<file path="config.mk">
export PLATFORM = sky130hd
export DESIGN_NAME = branch_pc_unit
export DESIGN_NICKNAME = d
export VERILOG_FILES = /design/src/rtl/branch_pc_unit.sv
export SDC_FILE = /design/constraint.sdc
export NUM_CORES = 1
export LEC_CHECK = 0
export BUFFER_PORTS_ARGS = -buffer_cell sky130_fd_sc_hd__buf_4
export CORE_ASPECT_RATIO = 0.9
export CORE_MARGIN = 10
export CORE_UTILIZATION = 29
export CTS_CLUSTER_SIZE = 14
export DETAILED_ROUTE_END_ITERATION = 8
export GPL_ROUTABILITY_DRIVEN = 0
export GPL_TIMING_DRIVEN = 0
export PLACE_DENSITY = 0.55
export SLEW_MARGIN = 20
export SYNTH_ARGS = -nofsm -noshare
export SYNTH_HDL_FRONTEND = slang
export SYNTH_SLANG_ARGS = --single-unit
</file>
<file path="constraint.sdc">
create_clock -name clk -period 2.8 [get_ports clk]
set_input_delay 0 -clock clk [delete_from_list [all_inputs] [get_ports clk]]
set_output_delay 0 -clock clk [all_outputs]
set_load 0.01 [all_outputs]
</file>
<file path="src/rtl/branch_pc_unit.sv">
// branch_pc_unit: fetch PC sequencer with branch/return redirect, flush bubble, link register and taken counter.
module branch_pc_unit #(
  parameter logic [31:0] RESET_PC     = 32'h0000_0000,
  parameter int          PC_STEP      = 4,
  parameter int          FLUSH_CYCLES = 2
) (
  input  logic        clk,
  input  logic        rst,
  input  logic        stall,
  input  logic        br_valid,
  input  logic        t,
  input  logic [31:0] br_pc,
  input  logic [31:0] br_target,
  input  logic        br_link,
  input  logic        ret_valid,
  input  logic        fetch_ready,
  output logic [31:0] pc,
  output logic        pc_valid,
  output logic        flush,
  output logic [31:0] link_addr,
  output logic [15:0] taken_cnt
);
  typedef enum logic [1:0] {IDLE, RUN, FLUSH} state_t;
  localparam logic [31:0] STEP    = 32'(PC_STEP);
  localparam logic [2:0]  FC_LAST = 3'(FLUSH_CYCLES - 1);
  state_t      state_q, state_d;
  logic [31:0] pc_q, pc_d, link_addr_q, link_addr_d;
  logic        pc_valid_q, pc_valid_d, flush_q, flush_d;
  logic [15:0] taken_cnt_q, taken_cnt_d;
  logic [2:0]  flush_cnt_q, flush_cnt_d;
  logic        take;
  logic        unused_tgt;
  assign unused_tgt = ^br_target[1:0];
  always_comb begin
    take        = br_valid & t;
    state_d     = state_q;
    pc_d        = pc_q;
    pc_valid_d  = pc_valid_q;
    flush_d     = flush_q;
    link_addr_d = link_addr_q;
    taken_cnt_d = taken_cnt_q;
    flush_cnt_d = flush_cnt_q;
    case (state_q)
      IDLE: begin
        state_d    = RUN;
        pc_valid_d = 1'b1;
      end
      RUN: begin
        if (take | ret_valid) begin
          state_d     = FLUSH;
          pc_d        = take ? {br_target[31:2], 2'b00} : {link_addr_q[31:2], 2'b00};
          link_addr_d = (take & br_link) ? br_pc + STEP : link_addr_q;
          pc_valid_d  = 1'b0;
          flush_d     = 1'b1;
          flush_cnt_d = FC_LAST;
          taken_cnt_d = taken_cnt_q + {15'd0, taken_cnt_q != 16'hFFFF};
        end else if (pc_valid_q & fetch_ready & !stall) begin
          pc_d = pc_q + STEP;
        end
      end
      FLUSH: begin
        // flush_cnt counts down the remaining bubble cycles; all inputs ignored here
        if (flush_cnt_q == 3'd0) begin
          state_d    = RUN;
          pc_valid_d = 1'b1;
          flush_d    = 1'b0;
        end else begin
          flush_cnt_d = flush_cnt_q - 3'd1;
        end
      end
      default: state_d = IDLE;
    endcase
  end
  always_ff @(posedge clk or posedge rst) begin
    if (rst) begin
      state_q     <= IDLE;
      pc_q        <= RESET_PC;
      pc_valid_q  <= 1'b0;
      flush_q     <= 1'b0;
      link_addr_q <= 32'd0;
      taken_cnt_q <= 16'd0;
      flush_cnt_q <= 3'd0;
    end else begin
      state_q     <= state_d;
      pc_q        <= pc_d;
      pc_valid_q  <= pc_valid_d;
      flush_q     <= flush_d;
      link_addr_q <= link_addr_d;
      taken_cnt_q <= taken_cnt_d;
      flush_cnt_q <= flush_cnt_d;
    end
  end
  assign pc        = pc_q;
  assign pc_valid  = pc_valid_q;
  assign flush     = flush_q;
  assign link_addr = link_addr_q;
  assign taken_cnt = taken_cnt_q;
endmodule
</file>
Word level (Yosys, flattened, before mapping)
Cells that the tools add are included.
Widths: inputs -> output; s select.
{ "totals": {"register_bits": 87, "input_bits": 72, "word_cells": 50} }
{ "op_classes": {"addsub": 4, "eq_ne": 6, "mux": 15, "bitwise_logic": 5, "n_reduce_logical": 13} }
{ "op_table": {"columns": ["operator", "n"], "rows": [
  ["$mux 32", 3],
  ["$add 32x3->32 const B", 2],
  ["$add 16x1->16", 1],
  ["$ne 16x16->1 const B", 1],
  ["$reduce_and 3->1", 4],
  ["$mux 3", 2],
  ["$ne 2x2->1 const B", 3],
  ["$pmux 2 s3", 1],
  ["$pmux 3 s2", 1],
  ["$reduce_and 2->1", 3],
  ["$and 1x1->1", 4],
  ["$mux 1", 4],
  ["$mux 2", 2],
  ["$reduce_bool 2->1", 2],
  ["$logic_not 3->1", 1],
  ["$pmux 1 s3", 1],
  ["$reduce_bool 3->1", 1],
  ["$sub 3x1->3 const B", 1],
  ["$eq 2x1->1 const B", 1],
  ["$eq 2x2->1 const B", 1],
  ["$logic_not 2->1", 1],
  ["$pmux 1 s2", 1],
  ["$logic_not 1->1", 1],
  ["$or 1x1->1", 1]
]} }

Depth between registers and ports, before layout
Gate-level depths: netlist (run 1).
{ "logic_depth": {"word_depth": 4, "ltp_mapped": 10} }

Least setup slack after synthesis (run 1)
OpenSTA, ideal clock, no wires.
{ "synth_timing": {"path_type": "reg2reg", "startpoint": "register taken_cnt_q[7] (netlist: taken_cnt[7])", "endpoint": "register taken_cnt_q[10] (netlist: taken_cnt[10])", "setup_ps": 80, "arrival_ps": 1937, "required_ps": 2720, "setup_slack_ps": 783, "path_stages_with_launch": 11, "path_buffers": 0, "synth_period_minus_slack_ps": 2017, "cell_sequence": "dfrtp_1 -> nand4_1 -> nor2_1 -> nand2_1 -> or3_1 -> ha_1 -> ha_1 -> nand3_1 -> nor3_1 -> nand4_1 -> xnor2_1"} }
{ "synth_between": {"elab_chain_cells": 2} }
{ "synth_rtl": {"columns": ["element", "line_no", "rtl"], "rows": [
  ["from (decl)", "29", "logic [15:0] taken_cnt_q, taken_cnt_d;"],
  ["from (signal assigned)", "89", "taken_cnt_q <= taken_cnt_d;"],
  ["$ne 16x16->1", "56", "taken_cnt_d = taken_cnt_q + {15'd0, taken_cnt_q != 16'hFFFF};"],
  ["$add 16x1->16 (*)", "56", null]
]} }
Mark *: on every way between the ends. The rest lies on a longest branch, timed or not.
A chain may end at the register's enable or synchronous reset.

Worst setup path after layout (run 1)
{ "layout_timing": {"startpoint": "register pc_q[2] (netlist: pc[2])", "endpoint": "register pc_q[20] (netlist: pc[20])"} }
{ "layout_between": {"elab_chain_cells": 3} }
{ "layout_rtl": {"columns": ["element", "line_no", "rtl"], "rows": [
  ["from (decl)", "27", "logic [31:0] pc_q, pc_d, link_addr_q, link_addr_d;"],
  ["from (signal assigned)", "85", "pc_q <= pc_d;"],
  ["$add 32x3->32", "58", "pc_d = pc_q + STEP;"],
  ["$mux 32", "57", "end else if (pc_valid_q & fetch_ready & !stall) begin"],
  ["$mux 32", "49", "if (take | ret_valid) begin"]
]} }
Every way passes these cells. The select of a mux whose other input is x is not followed.

==> flow_summary_export.csv, run 1 <==
group,metric,value,unit
detailed_routing,drc,0,
layout,drive_gt1_share,23.7,%
floorplan,dieHeight,144,um
floorplan,dieWidth,158,um
layout,most-common-layout-cells,"151 x buf_4, 85 x dfrtp_1, 77 x nand2_1",
setup_path,path_max_fanout,8,
synthesis,synthesis.area,0.00499,mm2
synthesis,yosys_warnings,0,
detailed_routing,drtAntennaViolNets,0,
setup_path,end_kind,"register",
timing,slew_viol_final,0,
detailed_routing,post_drt_wl_per_cell,18.8,um
job,cap_violations,0,
global_route,grt_usage,16.3,%
synthesis,ys_types,56,
timing,whs,0.00981,ns
clocking,cts_tree,"yes",
timing,clock_skew,0.0104,ns
clocking,clk_pin_slew,0.07,ns
timing,setup_viol,0,
global_route,grt_max_degree,46,
power,power_switching,0.00242,W
global_route,antenna_found_initial,0,
global_route,grt-ovfl-total,0,
clocking,cts_root_buffer,"clkbuf_16",
setup_path,crit_arrival,2.58,ns
hold_path,min_path_type,"in2reg",
synthesis,syn_inst,585,
synthesis,synth_edf_count,0,
clocking,clock_latency,0.35,ns
power,clkPwrFrac,18.8,%
clocking,cts_buffer_depth,2,
setup_path,crit_chain,"ha_1 > nand3_1 > nor2_1 > and2_2 > o21ai_0 > a22o_1",
clocking,cts-buffers-inserted,9,
clocking,post_cts_buffers,0,
clocking,cts.htree.levels,3,
timing,rsz0062_at_grt,"false",
placed_design,io_buffers,149,
detailed_routing,drtPass1Iterations,5,
floorplan,rows,45,
detailed_routing,drt_iter0_drc,375,
outcome,outcome,"finished, final reports clean",
synthesis,syn_area_per_cell,8.52,um2
clocking,clock_sinks,85,
power,seqPwrFrac,39.4,%
power,p_total,0.00591,W
floorplan,die-area,0.0228,mm2
timing,max_freq,0.426,GHz
layout,antennaDiodeCount,0,
power,leakage,3.15,nW
power,netSwitchingFraction,40.9,%
synthesis,synthFlopType,"dfrtp_1",
floorplan,start_util,29.5,%
detailed_routing,wl,18800,um
setup_path,max_stage_delay,0.59,ns
detailed_routing,vias,5223,
setup_path,required,3.04,ns
layout,nets,862,
timing,slew_headroom,35.9,%
layout,syn_to_final_growth,41.2,%
placed_design,dp_hpwl,14700,um
timing,hold_viol_final,0,
setup_path,crit_buf_inv,0,
setup_path,slowest_stage,"nor2_1",
power,combPwrFrac,41.8,%
floorplan,io_pins,154,
layout,mostFrequentLayoutCell,"buf_4",
setup_path,critPathTopFamily,"simple AND/OR/NAND/NOR gates",
setup_path,crit_path_start_kind,"register",
power,p_int,0.00349,W
power,ir_drop,0.000345,V
detailed_routing,via_per_inst,5.23,
global_route,grt_pass1_wl,28900,um
timing,finalWorstPathRequiredPeriod,2.35,ns
setup_path,path_class,"reg2reg",
synthesis,synthArstFlopShare,100,%
power,power_density,839,mW/mm2
global_route,grt_pass1_vias,5283,
timing,finalCritPeriodShare,83.8,%
timing,worst_pin_slew,0.953,ns
synthesis,synth-seq-cells,85,
synthesis,seq_area_frac_synth,42.7,%
floorplan,core,0.0169,mm2
worst paths after layout:
| check | startpoint | endpoint | slack, ns | cells past startpoint |
|---|---|---|---|---|
| setup / recovery | pc[2]$_DFFE_PP0P_ | pc[20]$_DFFE_PP0P_ | 0.45 | 6 |
| hold / removal | br_pc[6] | link_addr[6]$_DFFE_PP0P_ | 0.01 | 3 |
| setup reg to reg | pc[2]$_DFFE_PP0P_ | pc[20]$_DFFE_PP0P_ | 0.45 | 6 |
| hold reg to reg | taken_cnt[5]$_DFFE_PP0P_ | taken_cnt[5]$_DFFE_PP0P_ | 0.49 | 1 |
| max in group asynchronous | rst | link_addr[22]$_DFFE_PP0P_ | 1.91 | 4 |
| min in group asynchronous | rst | pc[3]$_DFFE_PP0P_ | 0.28 | 3 |
logic make-up (layout without fill, tap and decap cells):
family          after synthesis  after routing  synth area share, %
flops                        85             85                 42.7
compound gates              154            154                 18.7
fa+ha+maj                     6              6                 1.51
simple gates                239            239                 24.1
other cells                   1              2               0.0752
buf+inv                      52            254                 4.19
xor+xnor                     41             41                 7.20
mux                           7              7                 1.53
synthesized netlist by cell type, types with 5 or more instances:
master	count	area, um2
a21oi_1	30	150
a22o_1	6	52.6
a31oi_1	8	50.1
and3_1	22	138
buf_2	5	25.0
clkbuf_1	25	93.8
dfrtp_1	85	2130
ha_1	6	75.1
inv_1	19	71.3
mux2_2	5	56.3
nand2_1	77	289
nand3_1	42	210
nand4_1	22	138
nor2_1	36	135
nor3_1	10	50.1
o21ai_0	64	320
o22ai_1	14	87.6
o31a_1	8	70.1
xnor2_1	16	140
xor2_1	25	219
worst min-delay path, cell delays in order:
cell and delay (ns):
buf_4 0.09, xor2_1 0.07, o21ai_0 0.16
layout make-up:
type	instances	area (um2)
repair buffers	187	1520
plain buffers	33	138
multi-input cells	449	2650
well taps	211	264
inverters	19	73.8
fillers	1696	9850
clock buffers	9	225
flip-flops and latches	85	2130
clock inverters	6	41.3
state kept, by name, indices dropped and copies added, names as in the netlist:
name and flops:
flush 1, flush_cnt_q 3, link_addr 32, pc 30, pc_valid 1, state_q 2, taken_cnt 16
routing by layer:
metal,global-route usage [%],up-vias,wire (um)
met5,0,-,0
met4,3.95,0,167
met3,5.91,14,1730
met2,27.1,188,9010
met1,19.5,2510,7890
li1,-,2511,-
metrics by stage:
| stage | cell area [um2] | instances | util, % | setup slack [ns] | TNS [ns] |
|---|---|---|---|---|---|
| 3_3_place_gp | 6370 | 946 | 37.7 | -0.554 | -46.56 |
| 3_5_place_dp | 6400 | 947 | 37.9 | 0.492 | 0 |
| 4_1_cts | 7040 | 999 | 41.7 | 0.472 | 0 |
| 2_1_floorplan | 4990 | 586 | - | 0.607 | 0 |
| 5_1_grt | 7040 | 999 | 41.7 | 0.283 | 0 |
| 6_report | 7040 | 999 | 41.7 | 0.455 | 0 |
power by group through the flow:
stage          Combinational [W]  Clock (W)  Sequential (W)
3_3_place_gp             0.00240          0         0.00232
4_1_cts                  0.00250    0.00113         0.00232
3_5_place_dp             0.00246          0         0.00234
5_1_grt                  0.00274    0.00117         0.00240
2_1_floorplan            0.00103          0         0.00237
6_report                 0.00247    0.00111         0.00233
timing repair:
action | CTS | global route
endpoints found under the setup margin | 0 | 0
endpoints found under the hold margin | 76 | 0
resized for setup | 0 | 0
hold buffers | 37 | 0
No activity file was read; power rests on OpenSTA's default activity.
==> inputs of run 2 (changes only) <==
--- a/config.mk
+++ b/config.mk
@@ -13,7 +13,7 @@
 export DETAILED_ROUTE_END_ITERATION = 8
 export GPL_ROUTABILITY_DRIVEN = 0
 export GPL_TIMING_DRIVEN = 0
-export PLACE_DENSITY = 0.55
+export PLACE_DENSITY = 0.57
 export SLEW_MARGIN = 20
 export SYNTH_ARGS = -nofsm -noshare
 export SYNTH_HDL_FRONTEND = slang
==> constraint.sdc (replaced) <==
create_clock -name clk -period 1.9 [get_ports clk]
set_input_delay 0 -clock clk [delete_from_list [all_inputs] [get_ports clk]]
set_output_delay 0 -clock clk [all_outputs]
set_load 0.01 [all_outputs]
==> flow_summary_export.csv, run 2 (same netlist as run 1, synthesis figures left out) <==
group,metric,value,unit
outcome,outcome,"finished, final reports clean",
global_route,grt_pass1_vias,5479,
layout,final_area,0.00774,mm2
layout,largest_reg_flops,32,
placed_design,io_buffers,149,
clocking,clk_pin_slew,0.07,ns
setup_path,r2r_slack,0.04,ns
setup_path,slowest_stage,"dfrtp_1",
detailed_routing,drc,0,
setup_path,r2r_cells,10,
timing,hold_viol_final,0,
setup_path,crit_chain,"nand4_1 > nor2_2 > nand2_2 > or3_4 > ha_4 > nand3_4 > nor3_4 > nand3_4 > nor2_2 > xor2_1",
setup_path,r2r-start,"taken_cnt[10]$_DFFE_PP0P_",
global_route,grt-ovfl-total,0,
clocking,cts.htree.levels,3,
placed_design,place_area,0.00644,mm2
timing,whs,0.0316,ns
layout,drive_gt1_share,34.2,%
setup_path,crit_arrival,2.09,ns
timing,slew_headroom,52.5,%
global_route,antenna_found_initial,0,
setup_path,path_class,"reg2reg",
setup_path,crit_end,"taken_cnt[13]$_DFFE_PP0P_",
setup_path,end_kind,"register",
clocking,cts-buffers-inserted,9,
floorplan,core,0.0169,mm2
floorplan,start_util,29.5,%
timing,finalCritPeriodShare,97.9,%
hold_path,min_path_type,"in2reg",
detailed_routing,vias,5429,
timing,rsz0062_at_grt,"true",
setup_path,required,2.13,ns
floorplan,dieHeight,144,um
layout,nets,906,
setup_path,r2r_end,"taken_cnt[13]$_DFFE_PP0P_",
detailed_routing,drtPass1Iterations,5,
detailed_routing,post_drt_wl_per_cell,18.7,um
layout,mostFrequentLayoutCell,"buf_4",
detailed_routing,drt_iter0_drc,319,
detailed_routing,via_per_inst,5.20,
clocking,cts_buffer_depth,2,
layout,fillCellCount,1639,
clocking,cts_tree,"yes",
job,cap_violations,0,
detailed_routing,drtAntennaViolNets,0,
timing,max_freq,0.538,GHz
power,leakage,3.47,nW
floorplan,die-area,0.0228,mm2
global_route,grt_max_degree,34,
timing,finalWorstPathRequiredPeriod,1.86,ns
timing,setup_viol,0,
floorplan,io_pins,154,
layout,syn_to_final_growth,55.2,%
detailed_routing,wl,19500,um
global_route,grt_usage,17.0,%
floorplan,rows,45,
timing,slew_viol_final,0,
timing,clock_skew,0.00885,ns
layout,antennaDiodeCount,0,
power,power_density,1200,mW/mm2
clocking,cts_root_buffer,"clkbuf_16",
setup_path,crit_start,"taken_cnt[10]$_DFFE_PP0P_",
global_route,grt_pass1_wl,30200,um
timing,setup-tns-final,0,ns
setup_path,crit_path_start_kind,"register",
power,ir_drop,0.000537,V
clocking,clock_latency,0.35,ns
timing,worst_pin_slew,0.711,ns
setup_path,path_max_fanout,5,
layout,most-common-layout-cells,"190 x buf_4, 75 x nand2_1, 69 x dfrtp_1",
floorplan,dieWidth,158,um
setup_path,max_stage_delay,0.36,ns
placed_design,dp_hpwl,14400,um
clocking,clock_sinks,85,
run 2: cell types whose count changed in the layout (fill, tap and decap cells not counted), moves of 4 or more:
cell           change
buf_4             +39
clkbuf_2           +4
dfrtp_1           -16
nand3_1            -7
nor2_4             +5
nor2_1             -7
nand3_4            +6
dlygate4sd3_1      +5
dfrtp_2           +16
clkbuf_1           -6
run 2: metal layers:
layer	GRT usage (%)	part of all wire, %	up-vias
met5	0	0	-
met4	4.53	1.4	0
met3	5.49	8.6	18
met2	27.8	48	210
met1	21.0	42	2596
li1	-	-	2605
run 2: how the worst min path moves through the flow:
stage          cells past startpoint  slack [ns]                       end          start
6_report                           5        0.03        pc[24]$_DFFE_PP0P_  br_target[24]
5_1_grt                            4        0.05        pc[15]$_DFFE_PP0P_  br_target[15]
4_1_cts                            4        0.02        pc[27]$_DFFE_PP0P_  br_target[27]
3_5_place_dp                       2        0.15  link_addr[5]$_DFFE_PP0P_            rst
3_3_place_gp                       2        0.24  link_addr[0]$_DFFE_PP0P_       br_pc[0]
2_1_floorplan                      1        0.11  link_addr[2]$_DFFE_PP0P_       br_pc[2]
run 2: final cells by class:
class,count,area (um2),area share [%]
tap,211,264,3.41
multi-input combinational,449,2940,38.0
buffer,32,143,1.84
clock buffer,10,239,3.09
timing repair buffer,232,1880,24.2
clock inverter,6,53.8,0.695
inverter,19,75.1,0.970
sequential,85,2150,27.8
run 2: critical path, delay by kind of cell, from the launching register on:
kind                       cells  cell delay, ns
xor gates and xnor gates       1            0.14
and+or+nand+nor                8            1.07
DFF                            1            0.36
adders and majority gates      1            0.19
run 2: what timing repair did:
item | 4_1_cts | 5_1_grt
hold buffers | 42 | 0
resized for setup | 35 | 43
endpoints found under the hold margin | 66 | 0
endpoints found under the setup margin | 51 | 41
buffers inserted | 31 | 10
pin swaps | 12 | 16
run 2: through the flow:
step	setup WS (ns)	total power, W	utilization, %	std cells
2_1_floorplan	0.00355	0.00503	-	586
6_report	0.0404	0.00927	45.8	1044
3_5_place_dp	-0.422	0.00704	38.1	948
3_3_place_gp	-0.430	0.00700	37.9	946
5_1_grt	-0.0712	0.00991	45.8	1044
4_1_cts	-0.00550	0.00919	44.6	1036
run 2: power breakdown:
| group | internal, W | leakage [nW] | switching (W) |
|---|---|---|---|
| combinational | 0.00197 | 2.28 | 0.00207 |
| clock | 0.000946 | 0.142 | 0.000826 |
| sequential | 0.00256 | 1.05 | 0.000904 |
| total | 0.00548 | 3.47 | 0.00380 |
==> inputs of run 3 (changes only) <==
--- a/config.mk
+++ b/config.mk
@@ -5,6 +5,7 @@
 export SDC_FILE = /design/constraint.sdc
 export NUM_CORES = 1
 export LEC_CHECK = 0
+export ABC_AREA = 1
 export BUFFER_PORTS_ARGS = -buffer_cell sky130_fd_sc_hd__buf_4
 export CORE_ASPECT_RATIO = 0.9
 export CORE_MARGIN = 10
@@ -13,7 +14,7 @@
 export DETAILED_ROUTE_END_ITERATION = 8
 export GPL_ROUTABILITY_DRIVEN = 0
 export GPL_TIMING_DRIVEN = 0
-export PLACE_DENSITY = 0.57
+export PLACE_DENSITY = 0.56
 export SLEW_MARGIN = 20
 export SYNTH_ARGS = -nofsm -noshare
 export SYNTH_HDL_FRONTEND = slang
==> flow_summary_export.csv, run 3 <==
group,metric,value,unit
outcome,outcome,"finished, final reports clean",
timing,hold_viol_final,0,
setup_path,path_max_fanout,4,
global_route,grt_usage,15.7,%
synthesis,synthFlopType,"dfrtp_1",
setup_path,crit_arrival,2.03,ns
detailed_routing,post_drt_wl_per_cell,16.0,um
synthesis,synthArstFlopShare,100,%
synthesis,synth-xor-area-share,4.00,%
setup_path,required,2.14,ns
setup_path,max_stage_delay,0.46,ns
floorplan,start_util,29.6,%
layout,most-common-layout-cells,"269 x nand2_1, 157 x buf_4, 114 x nor2_1",
clocking,cts_tree,"yes",
setup_path,r2r-start,"taken_cnt[5]$_DFFE_PP0P_",
synthesis,seq_area_frac_synth,37.4,%
synthesis,synth_area_leaders,"dfrtp_1 37%, nand2_1 18%, nor2_1 7.7%, nand3_1 4.8%, inv_1 4.6%",
hold_path,worst_hold_path.endpoint,"link_addr[21]$_DFFE_PP0P_",
power,leakage,3.88,nW
hold_path,hold_start,"br_pc[21]",
setup_path,critPathTopFamily,"simple AND/OR/NAND/NOR gates",
synthesis,synth_mux_area_share,0,%
global_route,grt_max_degree,32,
detailed_routing,wl,20300,um
synthesis,synthesis.area,0.00569,mm2
detailed_routing,drc,0,
synthesis,syn_area_per_cell,6.97,um2
clocking,clock_sinks,85,
synthesis,synth_top_family_by_area,"simple AND/OR/NAND/NOR gates",
setup_path,r2r_cells,10,
timing,max_freq,0.558,GHz
setup_path,r2r_slack,0.11,ns
power,p_total,0.00953,W
synthesis,ys_types,46,
layout,antennaDiodeCount,0,
setup_path,slowest_stage,"dfrtp_1",
timing,whs,0.0135,ns
job,cap_violations,0,
synthesis,synth-compound-area-share,11.0,%
timing,finalCritPeriodShare,94.3,%
layout,largest_reg_flops,32,
floorplan,core,0.0192,mm2
global_route,grt_pass1_vias,5932,
placed_design,dp_hpwl,16700,um
synthesis,synth-seq-cells,85,
placed_design,dp.cells,1219,
floorplan,dieHeight,153,um
clocking,cts_buffer_depth,2,
setup_path,crit_buf_inv,1,
power,ir_drop,0.000341,V
floorplan,dieWidth,168,um
detailed_routing,via_per_inst,4.65,
detailed_routing,drtAntennaViolNets,0,
clocking,cts_root_buffer,"clkbuf_16",
floorplan,rows,48,
detailed_routing,drtPass1Iterations,5,
detailed_routing,vias,5898,
synthesis,synth.most_common_cell,"nand2_1",
timing,setup_viol,0,
setup_path,r2r_end,"taken_cnt[6]$_DFFE_PP0P_",
global_route,antenna_found_initial,1,
timing,slew_viol_final,0,
clocking,clock_latency,0.36,ns
synthesis,synth_commonest_cells,"271 x nand2_1, 116 x nor2_1, 85 x dfrtp_1",
timing,finalWorstPathRequiredPeriod,1.79,ns
layout,mostFrequentLayoutCell,"nand2_1",
layout,nets,1092,
global_route,grt-ovfl-total,0,
power,power_density,1210,mW/mm2
synthesis,synth_fa_ha_area_share,1.32,%
layout,final_cells,1269,
setup_path,path_class,"reg2reg",
global_route,grt_pass1_wl,32400,um
floorplan,die-area,0.0256,mm2
clocking,cts.htree.levels,3,
hold_path,holdPathStages,4,
layout,drive_gt1_share,24.3,%
synthesis,synthSimpleGateAreaFrac,39.2,%
synthesis,synth_edf_count,0,
layout,syn_to_final_growth,38.6,%
setup_path,end_kind,"register",
setup_path,crit_chain,"nand2_4 > nor3_2 > nand3_2 > ha_4 > ha_1 > inv_1 > nor2_4 > nand2_4 > nor2_4 > xor2_1",
clocking,clk_pin_slew,0.07,ns
timing,clock_skew,0.00993,ns
hold_path,min_path_type,"in2reg",
placed_design,io_buffers,149,
synthesis,yosysTopAreaCell,"dfrtp_1",
synthesis,syn_inst,816,
synthesis,synth_top_area_share,37.4,%
detailed_routing,drt_iter0_drc,390,
clocking,cts-buffers-inserted,9,
floorplan,io_pins,154,
synthesis,yosys_warnings,0,
setup_path,crit_path_start_kind,"register",
-- run 3: changes by cell type in the layout (fill, tap and decap cells not counted), sizes merged, moves of 10 or more --
cell	previous run	this run
o22ai	14	0
dlygate4sd3	42	30
xor2	25	15
buf	199	174
inv	21	75
nand4	23	6
and3	22	1
nand3	43	57
o21ai	65	33
clkbuf	33	13
nor2	37	137
nand2	78	282
-- run 3: final cells by class --
class / instances / area [um2]
sequential: 85 / 2130
inverter: 73 / 278
tap: 250 / 313
multi-input combinational: 637 / 3220
fill: 2030 / 11300
clock inverter: 7 / 80.1
clock buffer: 9 / 225
timing repair buffer: 186 / 1520
buffer: 22 / 126
-- run 3: logic make-up after synthesis --
family          after synthesis
flops                        85
compound gates               98
buf+inv                      95
fa+ha+maj                     6
xor+xnor                     26
other cells                   1
simple gates                505
-- run 3: per-stage QoR --
step / cell area [um2] / worst slack, ns / setup TNS [ns] / util [%]
6_report: 7880 / 0.108 / 0 / 41.0
5_1_grt: 7880 / -0.00940 / -0.00940 / 41.0
4_1_cts: 7810 / 0.0328 / 0 / 40.6
3_5_place_dp: 7190 / -0.0468 / -0.169 / 37.4
3_3_place_gp: 7130 / 0.00655 / 0 / 37.1
2_1_floorplan: 5690 / 0.117 / 0 / -
-- run 3: worst max-delay path by stage --
stage | to | startpoint | depth (start not counted) | slack (ns)
floorplan | taken_cnt[8]$_DFFE_PP0P_ | taken_cnt[7]$_DFFE_PP0P_ | 12 | 0.12
global placement | taken_cnt[8]$_DFFE_PP0P_ | taken_cnt[7]$_DFFE_PP0P_ | 12 | 0.007
detailed placement | taken_cnt[8]$_DFFE_PP0P_ | taken_cnt[7]$_DFFE_PP0P_ | 12 | -0.05
CTS | taken_cnt[8]$_DFFE_PP0P_ | taken_cnt[4]$_DFFE_PP0P_ | 10 | 0.03
global route | taken_cnt[10]$_DFFE_PP0P_ | taken_cnt[5]$_DFFE_PP0P_ | 11 | -0.009
finish | taken_cnt[6]$_DFFE_PP0P_ | taken_cnt[5]$_DFFE_PP0P_ | 10 | 0.11
-- run 3: layer usage --
metal	track usage, %	up-vias	part of all wire (%)
met2	25.6	147	47
met4	4.35	2	1.2
met5	0	-	0.089
met3	3.28	16	5.3
li1	-	3013	-
met1	20.3	2720	46
-- run 3: repair_timing --
action / in CTS / in global routing
resized for setup: 1 / 13
hold buffers: 30 / 0
buffers inserted: 1 / 3
endpoints found under the hold margin: 94 / 0
setup endpoints to repair: 5 / 11
pin swaps: 0 / 4
-- run 3: worst min-delay path: cells and delay by family --
kind,cells,cell delay (ns)
buffers and inverters,1,0.10
and+or+nand+nor,3,0.23
-- run 3: power by group --
part,switching (W),total (W),internal (W)
clock,0.000810,0.00185,0.00104
combinational,0.00227,0.00419,0.00192
sequential,0.000946,0.00350,0.00255
total,0.00403,0.00953,0.00550
